[src/rtl/ucode_pkg.sv]
// Shared micro-instruction types, field helpers and fetch-stage constants.
package ucode_pkg;

    localparam int unsigned ROM_DEPTH = 4096;
    localparam int unsigned UCODE_AW  = $clog2(ROM_DEPTH);
    localparam int unsigned UCODE_DW  = 112;

    typedef logic [UCODE_AW-1:0] uaddr_t;
    typedef logic [UCODE_DW:1]   uinstr_t;

    localparam logic [3:0] SQI_CONT = 4'd14;
    localparam logic [1:0] MAP_PE   = 2'd0;

    // Next-pc source, listed lowest to highest priority
    typedef enum logic [2:0] {
        SEL_SEQ,
        SEL_REDIR,
        SEL_CALL,
        SEL_RET,
        SEL_TRAP
    } pc_sel_e;

    function automatic logic [3:0] uf_sqi(input uinstr_t w);
        return w[112:109];
    endfunction

    function automatic uaddr_t uf_a(input uinstr_t w);
        return w[108:97];
    endfunction

    function automatic logic [1:0] uf_map(input uinstr_t w);
        return w[96:95];
    endfunction

endpackage

[src/rtl/ucode_retstack.sv]
// Micro-return stack: LIFO of micro-addresses with full/empty flags.
module ucode_retstack #(
    parameter int unsigned AW          = 12,
    parameter int unsigned STACK_DEPTH = 5
) (
    input  logic          clk,
    input  logic          reset,
    input  logic          push,
    input  logic          pop,
    input  logic [AW-1:0] push_data,
    output logic [AW-1:0] top,
    output logic          full,
    output logic          empty
);

    localparam int unsigned CW = $clog2(STACK_DEPTH + 1);
    localparam int unsigned IW = (STACK_DEPTH > 1) ? $clog2(STACK_DEPTH) : 1;

    logic [AW-1:0] mem [STACK_DEPTH];
    logic [CW-1:0] cnt;
    logic [CW-1:0] top_ptr;

    assign top_ptr = cnt - CW'(1);
    assign top     = mem[top_ptr[IW-1:0]];
    assign full    = (cnt == CW'(STACK_DEPTH));
    assign empty   = (cnt == '0);

    always_ff @(posedge clk or negedge reset) begin
        if (!reset) begin
            cnt <= '0;
            for (int unsigned i = 0; i < STACK_DEPTH; i++) begin
                mem[i] <= '0;
            end
        end else if (pop && !empty) begin
            cnt <= cnt - CW'(1);
        end else if (push && !full) begin
            mem[cnt[IW-1:0]] <= push_data;
            cnt              <= cnt + CW'(1);
        end
    end

endmodule

[src/rtl/ucode_fetch.sv]
// Microcode fetch stage: micro-PC sequencing, ROM addressing and execute register.
// Optional retired-instruction counter enabled by defining UCODE_FETCH_RETIRE_EN.
module ucode_fetch
    import ucode_pkg::*;
#(
    parameter int unsigned   AW          = UCODE_AW,
    parameter int unsigned   DW          = UCODE_DW,
    parameter int unsigned   STACK_DEPTH = 5,
    parameter logic [AW-1:0] TRAP_VECTOR = '1
) (
    input  logic          clk,
    input  logic          reset,
    input  logic          stall,
    input  logic          redirect,
    input  logic          call,
    input  logic          ret,
    input  logic          trap,
    input  logic [AW-1:0] target,
    output logic [AW-1:0] rom_addr,
    input  logic [DW:1]   rom_data,
    output logic [AW-1:0] pc_f,
    output logic [AW-1:0] pc_x,
    output logic [DW:1]   opcode_x,
    output logic          valid_x,
    output logic [AW-1:0] trap_pc,
    output logic          stk_err,
    output logic [31:0]   retire_cnt
);

    pc_sel_e       sel;
    logic [AW-1:0] pc_inc;
    logic [AW-1:0] pc_next;
    logic [AW-1:0] stk_top;
    logic          stk_full;
    logic          stk_empty;
    logic          stk_push;
    logic          stk_pop;
    logic          err_set;

    assign rom_addr = pc_f;
    assign pc_inc   = pc_f + AW'(1);

    // Controls only count when a real instruction is in execute and the stage advances
    always_comb begin
        sel = SEL_SEQ;
        if (valid_x && !stall) begin
            if (trap)          sel = SEL_TRAP;
            else if (ret)      sel = SEL_RET;
            else if (call)     sel = SEL_CALL;
            else if (redirect) sel = SEL_REDIR;
        end
    end

    always_comb begin
        pc_next  = pc_inc;
        stk_push = 1'b0;
        stk_pop  = 1'b0;
        err_set  = 1'b0;
        unique case (sel)
            SEL_TRAP:  pc_next = TRAP_VECTOR;
            SEL_RET: begin
                pc_next = stk_empty ? pc_inc : stk_top;
                stk_pop = !stk_empty;
                err_set = stk_empty;
            end
            SEL_CALL: begin
                pc_next  = target;
                stk_push = !stk_full;
                err_set  = stk_full;
            end
            SEL_REDIR: pc_next = target;
            default:   pc_next = pc_inc;
        endcase
    end

    ucode_retstack #(
        .AW         (AW),
        .STACK_DEPTH(STACK_DEPTH)
    ) u_retstack (
        .clk      (clk),
        .reset    (reset),
        .push     (stk_push),
        .pop      (stk_pop),
        .push_data(pc_x + AW'(1)),
        .top      (stk_top),
        .full     (stk_full),
        .empty    (stk_empty)
    );

    always_ff @(posedge clk or negedge reset) begin
        if (!reset) begin
            pc_f     <= '0;
            pc_x     <= '0;
            opcode_x <= '0;
            valid_x  <= 1'b0;
            trap_pc  <= '0;
            stk_err  <= 1'b0;
        end else if (!stall) begin
            pc_f <= pc_next;
            pc_x <= pc_f;
            if (sel != SEL_SEQ) begin
                opcode_x <= '0;
                valid_x  <= 1'b0;
            end else begin
                opcode_x <= rom_data;
                valid_x  <= 1'b1;
            end
            if (sel == SEL_TRAP) trap_pc <= pc_x;
            if (err_set)         stk_err <= 1'b1;
        end
    end

`ifdef UCODE_FETCH_RETIRE_EN
    logic [31:0] retire_q;

    always_ff @(posedge clk or negedge reset) begin
        if (!reset) begin
            retire_q <= '0;
        end else if (valid_x && !stall) begin
            retire_q <= retire_q + 32'd1;
        end
    end

    assign retire_cnt = retire_q;
`else
    assign retire_cnt = '0;
`endif

endmodule

[config.mk]
export PLATFORM = sky130hd
export DESIGN_NAME = ucode_fetch
export DESIGN_NICKNAME = d
export VERILOG_FILES = /design/src/rtl/ucode_pkg.sv /design/src/rtl/ucode_retstack.sv /design/src/rtl/ucode_fetch.sv
export SDC_FILE = /design/constraint.sdc
export NUM_CORES = 1
export LEC_CHECK = 0
export ABC_CLOCK_PERIOD_IN_PS = 2800
export CAP_MARGIN = 20
export CORE_MARGIN = 1.5
export CORE_UTILIZATION = 33
export CTS_CLUSTER_SIZE = 16
export DETAILED_ROUTE_END_ITERATION = 10
export GPL_ROUTABILITY_DRIVEN = 0
export PLACE_DENSITY_LB_ADDON = 0.1
export SYNTH_ARGS = -nofsm -noshare
export SYNTH_HDL_FRONTEND = slang
export SYNTH_SLANG_ARGS = --single-unit
[constraint.sdc]
create_clock -name clk -period 2.8 [get_ports clk]
set_input_delay 0.84 -clock clk [delete_from_list [all_inputs] [get_ports clk]]
set_output_delay 0.84 -clock clk [all_outputs]
set_load 0.005 [all_outputs]
==> metrics.log <==
INFO  metric tritoncts.num_buffers = 25
INFO  metric avgRoutedWirePerCell = 19.47 um
INFO  metric timing.critical_path.slowest_cell_delay = 620 ps
INFO  metric yosys.area.top_type = sky130_fd_sc_hd__dfrtp_1
INFO  metric synth.lib_cells_used.distinct = 54
INFO  metric synth.top_cells.by_area = sky130_fd_sc_hd__dfrtp_1, sky130_fd_sc_hd__a22o_1, sky130_fd_sc_hd__nand2_1
INFO  metric grt_start_max_net_pins = 117
INFO  metric clock_tree_from_tritoncts = yes
INFO  metric tightest_slew = 581.7 ps
INFO  metric cp_cell_sequence = clkdlybuf4s50_1
INFO  metric io-pin-count = 325
INFO  metric post_synth_instance_area = 9176 sq um
INFO  metric rrSetupSlack = around 500 ps
INFO  metric synth_async_sr_flop_share = 100.0%
INFO  metric grtUsageMet3 = 6.133%
INFO  metric syn-instance-count = 807
INFO  metric first_iter_violations = 452
INFO  metric grt_remaining_overflow = 0
INFO  metric first_pass_grt_wire_length = 44670 um
INFO  metric synth_top_cell_area_share = 58.09%
INFO  metric synthesis.area_per_instance = roughly 11 sq um
INFO  metric clock_tree.root_cell = sky130_fd_sc_hd__clkbuf_16
INFO  metric design.die.area = 28820 sq um
INFO  metric insertion_delay = 520 ps
INFO  metric insertedDiodeCount = 0
INFO  metric worst-path-buf-inv = 1
INFO  metric drive_above_1_share = 10.18%
INFO  metric cp_num_cells = 1
INFO  metric ctsHoldBuffers = 0
INFO  metric max_clock_freq = 388.7 MHz
INFO  metric ys.warnings.count = 0
INFO  metric finalHoldViolCount = 0
INFO  metric route.detailed.vias_per_inst = 4.832
INFO  metric area_delta_synth_final = 45.36%
INFO  metric place.detailed.hpwl = 20830 um
INFO  metric synth_edf_count = 0
INFO  metric die_height = around 170 um
INFO  metric maxCapViolations = 0
INFO  metric cts_resized = 0
INFO  metric max_slew_margin = 60.86%
INFO  metric synth_sequential_area_ratio = 58.09%
INFO  metric use_met2 = 31.41%
INFO  metric drc = 0
INFO  metric min_path_type = in2async
INFO  metric final_common_cell = sky130_fd_sc_hd__clkdlybuf4s50_1
INFO  metric power_density_over_the_cells = 819.6 nW/um^2
INFO  metric ctsLongestPathBuffers = 3
INFO  metric worst-endpoint-required = 1960 ps
INFO  metric number_of_iterations_in_the_first_detailed_routing_pass = 4
INFO  metric final_max_slew_viol_count = 0
INFO  metric grt_util_all_layers = 20.13%
INFO  metric yosys_register_bits = 213
INFO  metric setup_viol = 0
INFO  metric critPathTopFamily = buffers and inverters
INFO  metric clkSlewWorstSetupHoldPaths = 60 ps
INFO  metric path_max_fanout = 9
INFO  metric dpl-instance-area = 12580 sq um
INFO  metric dieWidth = 169.8 um
INFO  metric std_cell_rows = 60
INFO  metric crit_path_top_delay_cell = sky130_fd_sc_hd__clkdlybuf4s50_1
INFO  metric grt.busiest_layer = met2
INFO  metric cts_num_sinks = 213
INFO  metric io_buffer_count = 292
INFO  metric finish.net_count = 1242
INFO  metric critical_path.reg2reg.endpoint = pc_f[7]
INFO  metric layout_common_cells = sky130_fd_sc_hd__clkdlybuf4s50_1, sky130_fd_sc_hd__dfrtp_1, sky130_fd_sc_hd__nand2_1
INFO  metric cp-end-kind = output pin
INFO  metric fin_area = 13340 sq um
INFO  metric rsz_0062_raised_after_global_routing = no
INFO  metric grt_pass1_vias = 7257
INFO  metric final.period_utilization = a little over 90%
INFO  metric initial_utilization = 33.86%
INFO  metric worst_r2r_startpoint = u_retstack.cnt[1]
INFO  metric detail-route-antenna-nets = 0
INFO  metric reg2regPathDepth = 8
INFO  metric gr-usage-met1 = between 20% and 30%
INFO  metric floorplan.core_area = 27100 sq um
INFO  metric clock_tree.htree_level_count = 1
INFO  metric timing.critical_path.from_type = flop
INFO  metric vdd.ir_drop.worst = roughly 430 uV
INFO  metric critical_path_start_end_classification = reg2out
INFO  metric cp.arrival = around 1700 ps
INFO  metric finalClockSkew = 7.737 ps
INFO  metric post-cts-setup-buffers = 0
INFO  metric fin_tns_setup = 0 ps
INFO  metric finalCoreUtilization = 49.22%
INFO  metric p_leak = between 0.005 and 0.006 uW
INFO  metric status = finished, final reports clean
INFO  metric postRouteWirelength = 29050 um
INFO  metric synth_ff_type = sky130_fd_sc_hd__dfrtp_1
INFO  metric initial_antenna_violation_count = 0
INFO  metric route.vias.total = 7210
INFO  metric period_needed = 2573 ps
## cells by family after synthesis
logic type | share of synthesized area, %
xor gates and xnor gates | 1.623
and+or+nand+nor | 9.913
muxes | 4.063
buffers and inverters | 6.749
other | 0.04087
AOI/OAI and AO/OA | 18.71
adders and majority gates | 0.8181
DFF | 58.09
## how the worst max path moves through the flow
stage                               to               from
finish                         pc_f[8]            pc_f[8]
global placement    u_retstack.mem[32]               call
floorplan                     pc_f[10]  u_retstack.cnt[0]
detailed placement  u_retstack.mem[27]               call
CTS                            pc_f[8]            pc_f[8]
global route                   pc_f[8]            pc_f[8]
## routing by layer
metal	part of all wire, %	wire [um]	vias to the layer above
met5	0	0	-
met4	1.7	489	0
met3	8.4	2441	29
met2	46	13290	259
met1	44	12820	3499
li1	-	-	3423
## synthesized netlist by cell type, drive strengths merged (7+ instances only)
cell / instances
a21oi: 22
a22o: 112
and3: 8
buf: 72
clkbuf: 27
dfrtp: 213
inv: 7
mux2: 16
mux2i: 8
nand2: 125
nand3: 16
nor2: 12
o21ai: 72
xnor2: 7
xor2: 10
## through the flow
step	hold WS, ps	instances	setup WS [ps]	power (uW)
after floorplan	441.8	838	307.9	6036
after global placement	457.6	1450	-56.38	7965
after detailed placement	463.2	1450	-102.6	7980
after CTS	240.5	1492	181.8	11080
after global routing	255.7	1492	165.9	11600
final	245.6	1492	227.3	10930
## state kept, by name, summed over array words and instances (netlist names)
register	count
opcode_x	112
pc_f	12
pc_x	12
stk_err	1
trap_pc	12
u_retstack.cnt	3
u_retstack.mem	60
valid_x	1
## area by class of cell
type	count	area [sq um]
fillers	2516	13760
flip-flops and latches	213	5330
repair buffers	339	3403
multi-input cells	518	3351
clock buffers	34	709.4
well taps	372	465.4
clock inverters	8	50.05
inverters	8	30.03
## where the power goes
part	internal (uW)	switching, uW	total [uW]
Combinational	1870	1640	3510
Sequential	3770	609	4380
Clock	1770	1280	3050
Note: power is estimated with default switching activity, not from simulation.
